## src/rtl/fcc_frame_sequencer.sv

```systemverilog
`default_nettype none
// ============================================================================
// Module   : fcc_frame_sequencer
// Brief    : Adds raster row/col to a coordinate-free point stream, feeds
//            fcc_top through one registered valid/ready stage and counts its
//            output beats to detect end of frame. Defining FCC_SEQ_TIMEOUT_EN
//            adds a drain watchdog with a TIMEOUT parameter.
// Revision : 1.0  initial release
// ============================================================================
module fcc_frame_sequencer #(
   parameter int W     = 16,
   parameter int ROWS  = 30,
   parameter int COLS  = 30,
   parameter int ROW_W = 8,
   parameter int COL_W = 5
`ifdef FCC_SEQ_TIMEOUT_EN
   ,
   parameter int TIMEOUT = 32768
`endif
) (
   input  logic             clk,
   input  logic             rst,
   input  logic             start_i,
   output logic             busy_o,
   output logic             frame_done_o,
   output logic             timeout_err_o,
   output logic [15:0]      frame_cnt_o,
   input  logic             s_valid_i,
   output logic             s_ready_o,
   input  logic [W-1:0]     s_x_i,
   input  logic [W-1:0]     s_y_i,
   input  logic [W-1:0]     s_z_i,
   input  logic             s_is_ground_i,
   output logic             f_in_valid_o,
   input  logic             f_in_ready_i,
   output logic [ROW_W-1:0] f_in_row_o,
   output logic [COL_W-1:0] f_in_col_o,
   output logic [W-1:0]     f_in_x_o,
   output logic [W-1:0]     f_in_y_o,
   output logic [W-1:0]     f_in_z_o,
   output logic             f_in_is_ground_o,
   input  logic             f_out_valid_i
);

   localparam int NPTS  = ROWS * COLS;
   localparam int CNT_W = $clog2(NPTS + 1);
   localparam logic [CNT_W-1:0] NPTS_C     = CNT_W'(NPTS);
   localparam logic [COL_W-1:0] COL_LAST_C = COL_W'(COLS - 1);

   typedef enum logic [1:0] {
      S_IDLE  = 2'd0,
      S_FEED  = 2'd1,
      S_DRAIN = 2'd2,
      S_DONE  = 2'd3
   } state_t;

   state_t           state_q;
   logic             busy_q;
   logic             frame_done_q;
   logic             timeout_err_q;
   logic [15:0]      frame_cnt_q;
   logic [ROW_W-1:0] row_q;
   logic [COL_W-1:0] col_q;
   logic [CNT_W-1:0] in_cnt_q;
   logic [CNT_W-1:0] out_cnt_q;
   logic [CNT_W-1:0] out_cnt_d;
   logic             f_valid_q;
   logic [ROW_W-1:0] f_row_q;
   logic [COL_W-1:0] f_col_q;
   logic [W-1:0]     f_x_q;
   logic [W-1:0]     f_y_q;
   logic [W-1:0]     f_z_q;
   logic             f_gnd_q;

   logic             w_accept;
   logic             w_f_hs;
   logic             w_counting;
   logic             w_wd_hit;

   // The output stage can take a new point when empty or when it drains this cycle.
   assign s_ready_o  = (state_q == S_FEED) && (in_cnt_q < NPTS_C) &&
                       (!f_valid_q || f_in_ready_i);
   assign w_accept   = s_valid_i && s_ready_o;
   assign w_f_hs     = f_valid_q && f_in_ready_i;
   assign w_counting = (state_q == S_FEED) || (state_q == S_DRAIN);

   always_comb begin
      out_cnt_d = out_cnt_q;
      if (w_counting && f_out_valid_i && (out_cnt_q != NPTS_C)) begin
         out_cnt_d = out_cnt_q + CNT_W'(1);
      end
   end

`ifdef FCC_SEQ_TIMEOUT_EN
   localparam int TMO_W = (TIMEOUT > 2) ? $clog2(TIMEOUT) : 1;
   localparam logic [TMO_W-1:0] TMO_LAST_C = TMO_W'(TIMEOUT - 1);

   logic [TMO_W-1:0] wd_q;

   always_ff @(posedge clk or posedge rst) begin
      if (rst) begin
         wd_q <= '0;
      end else if (state_q != S_DRAIN) begin
         wd_q <= '0;
      end else begin
         wd_q <= wd_q + TMO_W'(1);
      end
   end

   assign w_wd_hit = (wd_q == TMO_LAST_C);
`else
   assign w_wd_hit = 1'b0;
`endif

   always_ff @(posedge clk or posedge rst) begin
      if (rst) begin
         state_q       <= S_IDLE;
         busy_q        <= 1'b0;
         frame_done_q  <= 1'b0;
         timeout_err_q <= 1'b0;
         frame_cnt_q   <= '0;
         row_q         <= '0;
         col_q         <= '0;
         in_cnt_q      <= '0;
         out_cnt_q     <= '0;
         f_valid_q     <= 1'b0;
         f_row_q       <= '0;
         f_col_q       <= '0;
         f_x_q         <= '0;
         f_y_q         <= '0;
         f_z_q         <= '0;
         f_gnd_q       <= 1'b0;
      end else begin
         frame_done_q <= 1'b0;
         out_cnt_q    <= out_cnt_d;
         unique case (state_q)
            S_IDLE: begin
               if (start_i) begin
                  state_q       <= S_FEED;
                  busy_q        <= 1'b1;
                  row_q         <= '0;
                  col_q         <= '0;
                  in_cnt_q      <= '0;
                  out_cnt_q     <= '0;
                  timeout_err_q <= 1'b0;
               end
            end
            S_FEED: begin
               if (w_accept) begin
                  f_valid_q <= 1'b1;
                  f_row_q   <= row_q;
                  f_col_q   <= col_q;
                  f_x_q     <= s_x_i;
                  f_y_q     <= s_y_i;
                  f_z_q     <= s_z_i;
                  f_gnd_q   <= s_is_ground_i;
                  in_cnt_q  <= in_cnt_q + CNT_W'(1);
                  if (col_q == COL_LAST_C) begin
                     col_q <= '0;
                     row_q <= row_q + ROW_W'(1);
                  end else begin
                     col_q <= col_q + COL_W'(1);
                  end
               end else if (w_f_hs) begin
                  f_valid_q <= 1'b0;
               end
               if (w_f_hs && (in_cnt_q == NPTS_C)) begin
                  state_q <= S_DRAIN;
               end
            end
            S_DRAIN: begin
               // Completion is checked first so it wins over a coincident watchdog expiry.
               if (out_cnt_d == NPTS_C) begin
                  state_q      <= S_DONE;
                  frame_done_q <= 1'b1;
                  frame_cnt_q  <= frame_cnt_q + 16'd1;
               end else if (w_wd_hit) begin
                  state_q       <= S_DONE;
                  frame_done_q  <= 1'b1;
                  frame_cnt_q   <= frame_cnt_q + 16'd1;
                  timeout_err_q <= 1'b1;
               end
            end
            S_DONE: begin
               state_q <= S_IDLE;
               busy_q  <= 1'b0;
            end
            default: begin
               state_q <= S_IDLE;
               busy_q  <= 1'b0;
            end
         endcase
      end
   end

   assign busy_o           = busy_q;
   assign frame_done_o     = frame_done_q;
   assign timeout_err_o    = timeout_err_q;
   assign frame_cnt_o      = frame_cnt_q;
   assign f_in_valid_o     = f_valid_q;
   assign f_in_row_o       = f_row_q;
   assign f_in_col_o       = f_col_q;
   assign f_in_x_o         = f_x_q;
   assign f_in_y_o         = f_y_q;
   assign f_in_z_o         = f_z_q;
   assign f_in_is_ground_o = f_gnd_q;

endmodule
`default_nettype wire

```

## config.mk

```make
export PLATFORM = sky130hd
export DESIGN_NAME = fcc_frame_sequencer
export DESIGN_NICKNAME = d
export VERILOG_FILES = /design/src/rtl/fcc_frame_sequencer.sv
export SDC_FILE = /design/constraint.sdc
export NUM_CORES = 1
export LEC_CHECK = 0
export ABC_CLOCK_PERIOD_IN_PS = 5750
export CORE_MARGIN = 3
export CORE_UTILIZATION = 30
export DETAILED_ROUTE_END_ITERATION = 8
export GPL_TIMING_DRIVEN = 0
export PLACE_DENSITY = 0.59
export SLEW_MARGIN = 20
export SYNTH_ARGS = -nofsm -noshare
export SYNTH_HDL_FRONTEND = slang
export SYNTH_SLANG_ARGS = --single-unit
export TNS_END_PERCENT = 30
```

## constraint.sdc

```tcl
create_clock -name clk -period 5.75 [get_ports clk]
set_input_delay 1.4375 -clock clk [delete_from_list [all_inputs] [get_ports clk]]
set_output_delay 1.4375 -clock clk [all_outputs]
set_load 0.05 [all_outputs]
```

==> results.md, run 1 <==
- Final setup viols: 0
- Clock transition at path regs: 50 ps
- R2r startpoint: out_cnt_q[0]$_DFF_PP0_
- P_leak: 3.59 nW
- Die X: roughly 140 µm
- Sequential area share after synthesis: 53.3%
- Final Cycle Share: between 70% and 80%
- CP Launch Type: input pin
- Hold Startpoint: frame_cnt_o[15]$_DFFE_PP0P_
- Syn_area_per_cell: around 12 µm²
- Max stage delay on crit path: 820 ps
- ANT cells: 0
- Vias in the first global route: about 4200
- Final hold violation count: 0
- TritonCTS Buffers: 17
- Sink Count: approximately 120
- Core Region: between 15000 and 20000 µm²
- Hold Crit Depth: 1
- Slew Limit Fails: 0
- Root Buffer: clkbuf_16
- Max rail drop VDD: a little under 0.0002 V
- Average wire per standard cell: ~15 µm
- Remaining antenna violation count: 0
- Post-cts resize count: 0
- Nets@finish: just under 700
- Max Cap Viol: 0
- Unrepaired setup endpoints after global routing: no
- RePlAce Congestion: 0.788
- Synth Net Count: ~530
- Die Span Y: roughly 140 µm
- Residual DRC count: 0
- Worst-path fanout max: 3
- Instance count of the mapped netlist: around 460
- Initial antenna violation count: 0
- Num rows: 48
- FMAX: between 0.2 and 0.25 GHz
- RR Endpoint: frame_cnt_o[1]$_DFFE_PP0P_
- Skew final: between 9 and 10 ps
- Gr usage total: a little over an eighth
- Area of the die: just under 20000 µm²
- Initial Utilization: between 30% and 40%
- CP Data Required Time: approximately 4300 ps
- Final setup TNS: 0 ps
- Register bit count reported by yosys: around 120
- Clock Latency Late Sink: 410 ps
- Arrival @ worst endpoint: about 3000 ps
- Worst path most repeated cell: clkdlybuf4s50_1
- HP Class: reg -> reg
- GRT overflow: 0
- CP Capture Type: output port
- Worst hold endpoint: frame_cnt_o[15]$_DFFE_PP0P_
- Area after DPL: roughly 7100 µm²
- Synthesis Warnings: 0
- H-tree depth: 4
- Post-synth EDFFs: 0
- Total number of vias: between 4000 and 5000
- Flop2flop setup slack: 2840 ps
- Fin area: between 7000 and 8000 µm²
- Commonest non-fill, non-tap cell in the layout: clkdlybuf4s50_1
- CP max-delay cell: clkdlybuf4s50_1
- CTS tree: built
- R2r worst-path depth: 9
- Initial DRC count: 98
- Post-CTS Setup Bufs: 0
- Critical path type: in -> out
- Top_reg_cell synth: dfrtp_1
- Area Overhead vs Synth: 41.6%
- Ys async rst share: between 90% and 100%
- # hold bufs at CTS: 0
- Buffers on Ports: roughly 140
- Status: finished, final reports clean
- Pin count of the biggest net entering global routing: 82
- I/O pin count: 138
- Final min period: between 4000 and 5000 ps
- Cell variety after synth: between 50 and 60
- First-pass GRT wire length: between 20000 and 25000 µm
- DRT Pass-1 Iters: 4
- Layout cells sized above 1: about 10%
- Max Buffers Root-to-Sink: 2
- Power per cell area: about 280 nW/µm²
- Slew @ Worst Pin: between 600 and 700 ps
- Most frequent cells in the layout: clkdlybuf4s50_1 (136), dfrtp_1 (116), mux2_1 (61)
- Mapped Area: 5440 µm²
- Worst rel slew slack: between 50 and 60%
- Critical-path cell list: clkdlybuf4s50_1, nand2b_1, and3_1, clkdlybuf4s50_1
- Via/cell ratio: between 4 and 5
- Final wirelength: 12800 µm
- DP HPWL: around 9000 µm
[where the power goes]
part           leakage, nW  switching [mW]  total, mW  internal, mW
clock network        0.272           0.375       1.04         0.661
registers             1.59          0.0293      0.869         0.840
logic                 1.73           0.157      0.265         0.108
[synthesized netlist by cell type (6+ instances only)]
master    instances  area, µm²
nand4_1          17        106
buf_2            10       50.1
xor2_1            6       52.6
nor2b_1           6       37.5
nand3_1          15       75.1
xnor2_1          29        254
and3_1            8       50.1
clkbuf_1          7       26.3
nor2_1           37        139
ha_1             12        150
o21ai_1          12       60.1
nand4_2           7       87.6
nand2_1          32        120
inv_1            15       56.3
mux2_1           61        687
dfrtp_1         116       2900
[worst max-delay path: cells and delay by family]
| kind | cells | cell delay [ps] |
|---|---|---|
| AND/OR/NAND/NOR | 2 | 330 |
| buffers and inverters | 2 | 1320 |
[metal layers]
layer	global-route usage (%)	routed length, µm	vias up
li1	-	-	1941
met1	16.6	5730	1959
met2	20.9	5940	141
met3	4.10	819	21
met4	5.56	263	0
met5	0	0	-
[how the worst max path moves through the flow]
stage                 startpoint                      end  cells past startpoint
floorplan                    rst       busy_o$_DFFE_PP0P_                      1
global placement             rst  f_in_x_o[4]$_DFFE_PP0P_                      2
detailed placement  f_in_ready_i                s_ready_o                      4
CTS                 f_in_ready_i                s_ready_o                      4
finish              f_in_ready_i                s_ready_o                      4
global route        f_in_ready_i                s_ready_o                      4
[stage by stage]
stage / setup WS (ps) / hold WS, ps / std cells / total power, mW / util (%)
floorplan: 1240 / 463 / 462 / 1.06 / -
global placement: -526 / 466 / 823 / 1.13 / 40.4
detailed placement: 1200 / 462 / 824 / 1.15 / 40.6
CTS: 1190 / 480 / 856 / 2.20 / 44.0
global route: 1160 / 502 / 856 / 2.28 / 44.0
finish: 1220 / 475 / 856 / 2.17 / 44.0
[flip-flops by register name, indices dropped and copies added, names as in the netlist]
register          count
f_in_row_o            8
state_q               2
f_in_valid_o          1
f_in_col_o            5
frame_cnt_o          16
col_q                 5
f_in_is_ground_o      1
f_in_y_o             16
row_q                 8
in_cnt_q             10
busy_o                1
f_in_x_o             16
frame_done_o          1
f_in_z_o             16
out_cnt_q            10
[area by class of cell]
class                      count  area (µm²)
inverter                      15        61.3
fill                        1629        9830
clock buffer                  21         460
tap                          225         282
sequential                   116        2900
clock inverter                11         129
timing repair buffer         137        1390
multi-input combinational    310        2380
buffer                        21         104
[cells by family (layout without fill, tap and decap cells)]
group	after synthesis	after routing	synth area share, %
buf+inv	36	205	2.94
simple gates	158	158	16.8
other cells	1	1	0.0689
fa+ha+maj	12	12	2.76
flops	116	116	53.3
mux	64	64	13.3
compound gates	40	40	5.24
xor+xnor	35	35	5.63
(Power assumes the default switching activity.)
==> inputs of run 2 (changes only) <==
- ABC_CLOCK_PERIOD_IN_PS: 5750 -> 4080
- PLACE_DENSITY: 0.59 -> 0.61
- clock period: 5.75 -> 4.08 ns (I/O delays scaled with it)
==> run 2 against run 1 <==
Against the previous run: sequential power increased by 40%; critical endpoint unchanged; non-clock buffer count is 3 higher; largest cell class unchanged; highest routed layer unchanged; clock skew hardly changed.
==> results.md, run 2 (same netlist as run 1, synthesis figures left out) <==
- Num rows: 48
- # hold bufs at CTS: 0
- H-tree depth: 4
- Initial DRC count: ~110
- RePlAce Congestion: ~0.8
- Hold Crit Depth: 2
- Post-Layout Cell Count: ~860
- Commonest non-fill, non-tap cell in the layout: clkdlybuf4s50_1
- Switching pwr: a little under 800 µW
- Util after Layout: 44.2%
- Power per cell area: roughly 390 nW/µm²
- HP Class: reg -> reg
- FMAX: 0.272 GHz
- Clock transition at path regs: approximately 50 ps
- I/O pin count: 138
- Final min period: ~3700 ps
- Area of the die: 19800 µm²
- TritonCTS Buffers: 17
- Max Buffers Root-to-Sink: 2
- Slew Limit Fails: 0
- Max Cap Viol: 0
- Arrival @ worst endpoint: 2660 ps
- Final Cycle Share: between 90% and 100%
- Most frequent cells in the layout: clkdlybuf4s50_1 (136), dfrtp_1 (116), mux2_1 (61)
- Final setup TNS: 0 ps
- CTS tree: built
- Clock Latency Late Sink: roughly 400 ps
- Initial Utilization: between 30 and 40%
- Area Overhead vs Synth: 42.3%
- Initial antenna violation count: 0
- DRT Pass-1 Iters: 4
- Layout cells sized above 1: between 10% and 20%
- First-pass GRT wire length: 21900 µm
- Final hold violation count: 0
- Worst rel slew slack: 55.9%
- ANT cells: 0
- CP Launch Type: register
- Clock power frac: between 40% and 50%
- Sink Count: between 100 and 150
- Hold_ws: roughly 480 ps
- Pint: between 2 and 2.5 mW
- Die Span Y: about 140 µm
- Die X: around 140 µm
- Final wirelength: roughly 13000 µm
- Core Region: 17500 µm²
- Buffers on Ports: between 100 and 150
- Pin count of the biggest net entering global routing: 33
- Post-cts resize count: 0
- Critical path type: reg -> out
- DP HPWL: 9750 µm
- R2r worst-path depth: 9
- Remaining antenna violation count: 0
- Status: finished, final reports clean
- P_leak: around 3.6 nW
- Nets@finish: 688
- Final setup viols: 0
- Total number of vias: 4064
- Skew final: between 9 and 10 ps
- PnR worst setup slack: between 400 and 500 ps
- Sw Share: about a quarter
- Max rail drop VDD: 0.000247 V
- Placed insts: between 800 and 900
- Via/cell ratio: between 4 and 5
- CP Capture Type: output port
- Gr usage total: between 10% and 20%
- CP Data Required Time: ~3000 ps
- GRT overflow: 0
- Unrepaired setup endpoints after global routing: no
- Post-CTS Setup Bufs: 0
- Combinational share of power: 12.3%
- Residual DRC count: 0
- Slew @ Worst Pin: between 600 and 700 ps
- Pre-CTS WS: 393 ps
- Seq pwr share: 40.2%
- Average wire per standard cell: roughly 15 µm
- Root Buffer: clkbuf_16
- Worst-path fanout max: 7
- Vias in the first global route: around 4400
run 2: cell types whose count changed in the layout (fill, tap and decap cells not counted):
| cell | change |
|---|---|
| clkinvlp_4 | -2 |
| clkbuf_8 | +1 |
| inv_6 | -1 |
| buf_16 | -1 |
| buf_12 | +4 |
| clkinv_4 | -2 |
| clkinv_2 | +3 |
run 2: layout make-up:
cell class	instances	area, µm²
fill	1629	9790
sequential	116	2900
multi-input combinational	310	2380
timing repair buffer	140	1440
clock buffer	22	474
tap	225	282
clock inverter	9	104
buffer	21	104
inverter	15	60.1
run 2: worst max-delay path, stage by stage, from the launching register on:
cell and delay [ps]:
dfrtp_1 430, or4_1 590, o21bai_1 200, and3_1 200, clkdlybuf4s50_1 830
run 2: routing by layer:
| layer | GRT usage, % | wire [µm] | vias up |
|---|---|---|---|
| li1 | - | - | 1948 |
| met5 | 0 | 0 | - |
| met2 | 21.7 | 5980 | 130 |
| met3 | 4.04 | 775 | 15 |
| met4 | 3.72 | 148 | 0 |
| met1 | 17.9 | 6050 | 1971 |
run 2: worst paths after layout:
check                                        endpoint                      start  slack, ps
min in group asynchronous     f_in_x_o[8]$_DFFE_PP0P_                        rst        930
min                         f_in_col_o[1]$_DFFE_PP0P_  f_in_col_o[1]$_DFFE_PP0P_        480
max                                         s_ready_o    in_cnt_q[3]$_DFFE_PP0P_        400
max in group asynchronous          busy_o$_DFFE_PP0P_                        rst       2290
max reg2reg                frame_cnt_o[1]$_DFFE_PP0P_     out_cnt_q[0]$_DFF_PP0_       1240
min reg2reg                 f_in_col_o[1]$_DFFE_PP0P_  f_in_col_o[1]$_DFFE_PP0P_        480
run 2: power by group through the flow:
stage / combinational (mW) / sequential, mW / clock [mW]
after global placement: 0.354 / 1.24 / 0
after global routing: 0.422 / 1.23 / 1.54
final: 0.374 / 1.22 / 1.45
after floorplan: 0.256 / 1.23 / 0
after detailed placement: 0.376 / 1.24 / 0
after CTS: 0.378 / 1.22 / 1.49
run 2: metrics by stage:
| stage | power (mW) | instance area [µm²] |
|---|---|---|
| 2_1_floorplan | 1.49 | 5450 |
| 3_3_place_gp | 1.59 | 7090 |
| 3_5_place_dp | 1.62 | 7170 |
| 4_1_cts | 3.09 | 7750 |
| 5_1_grt | 3.19 | 7750 |
| 6_report | 3.05 | 7750 |
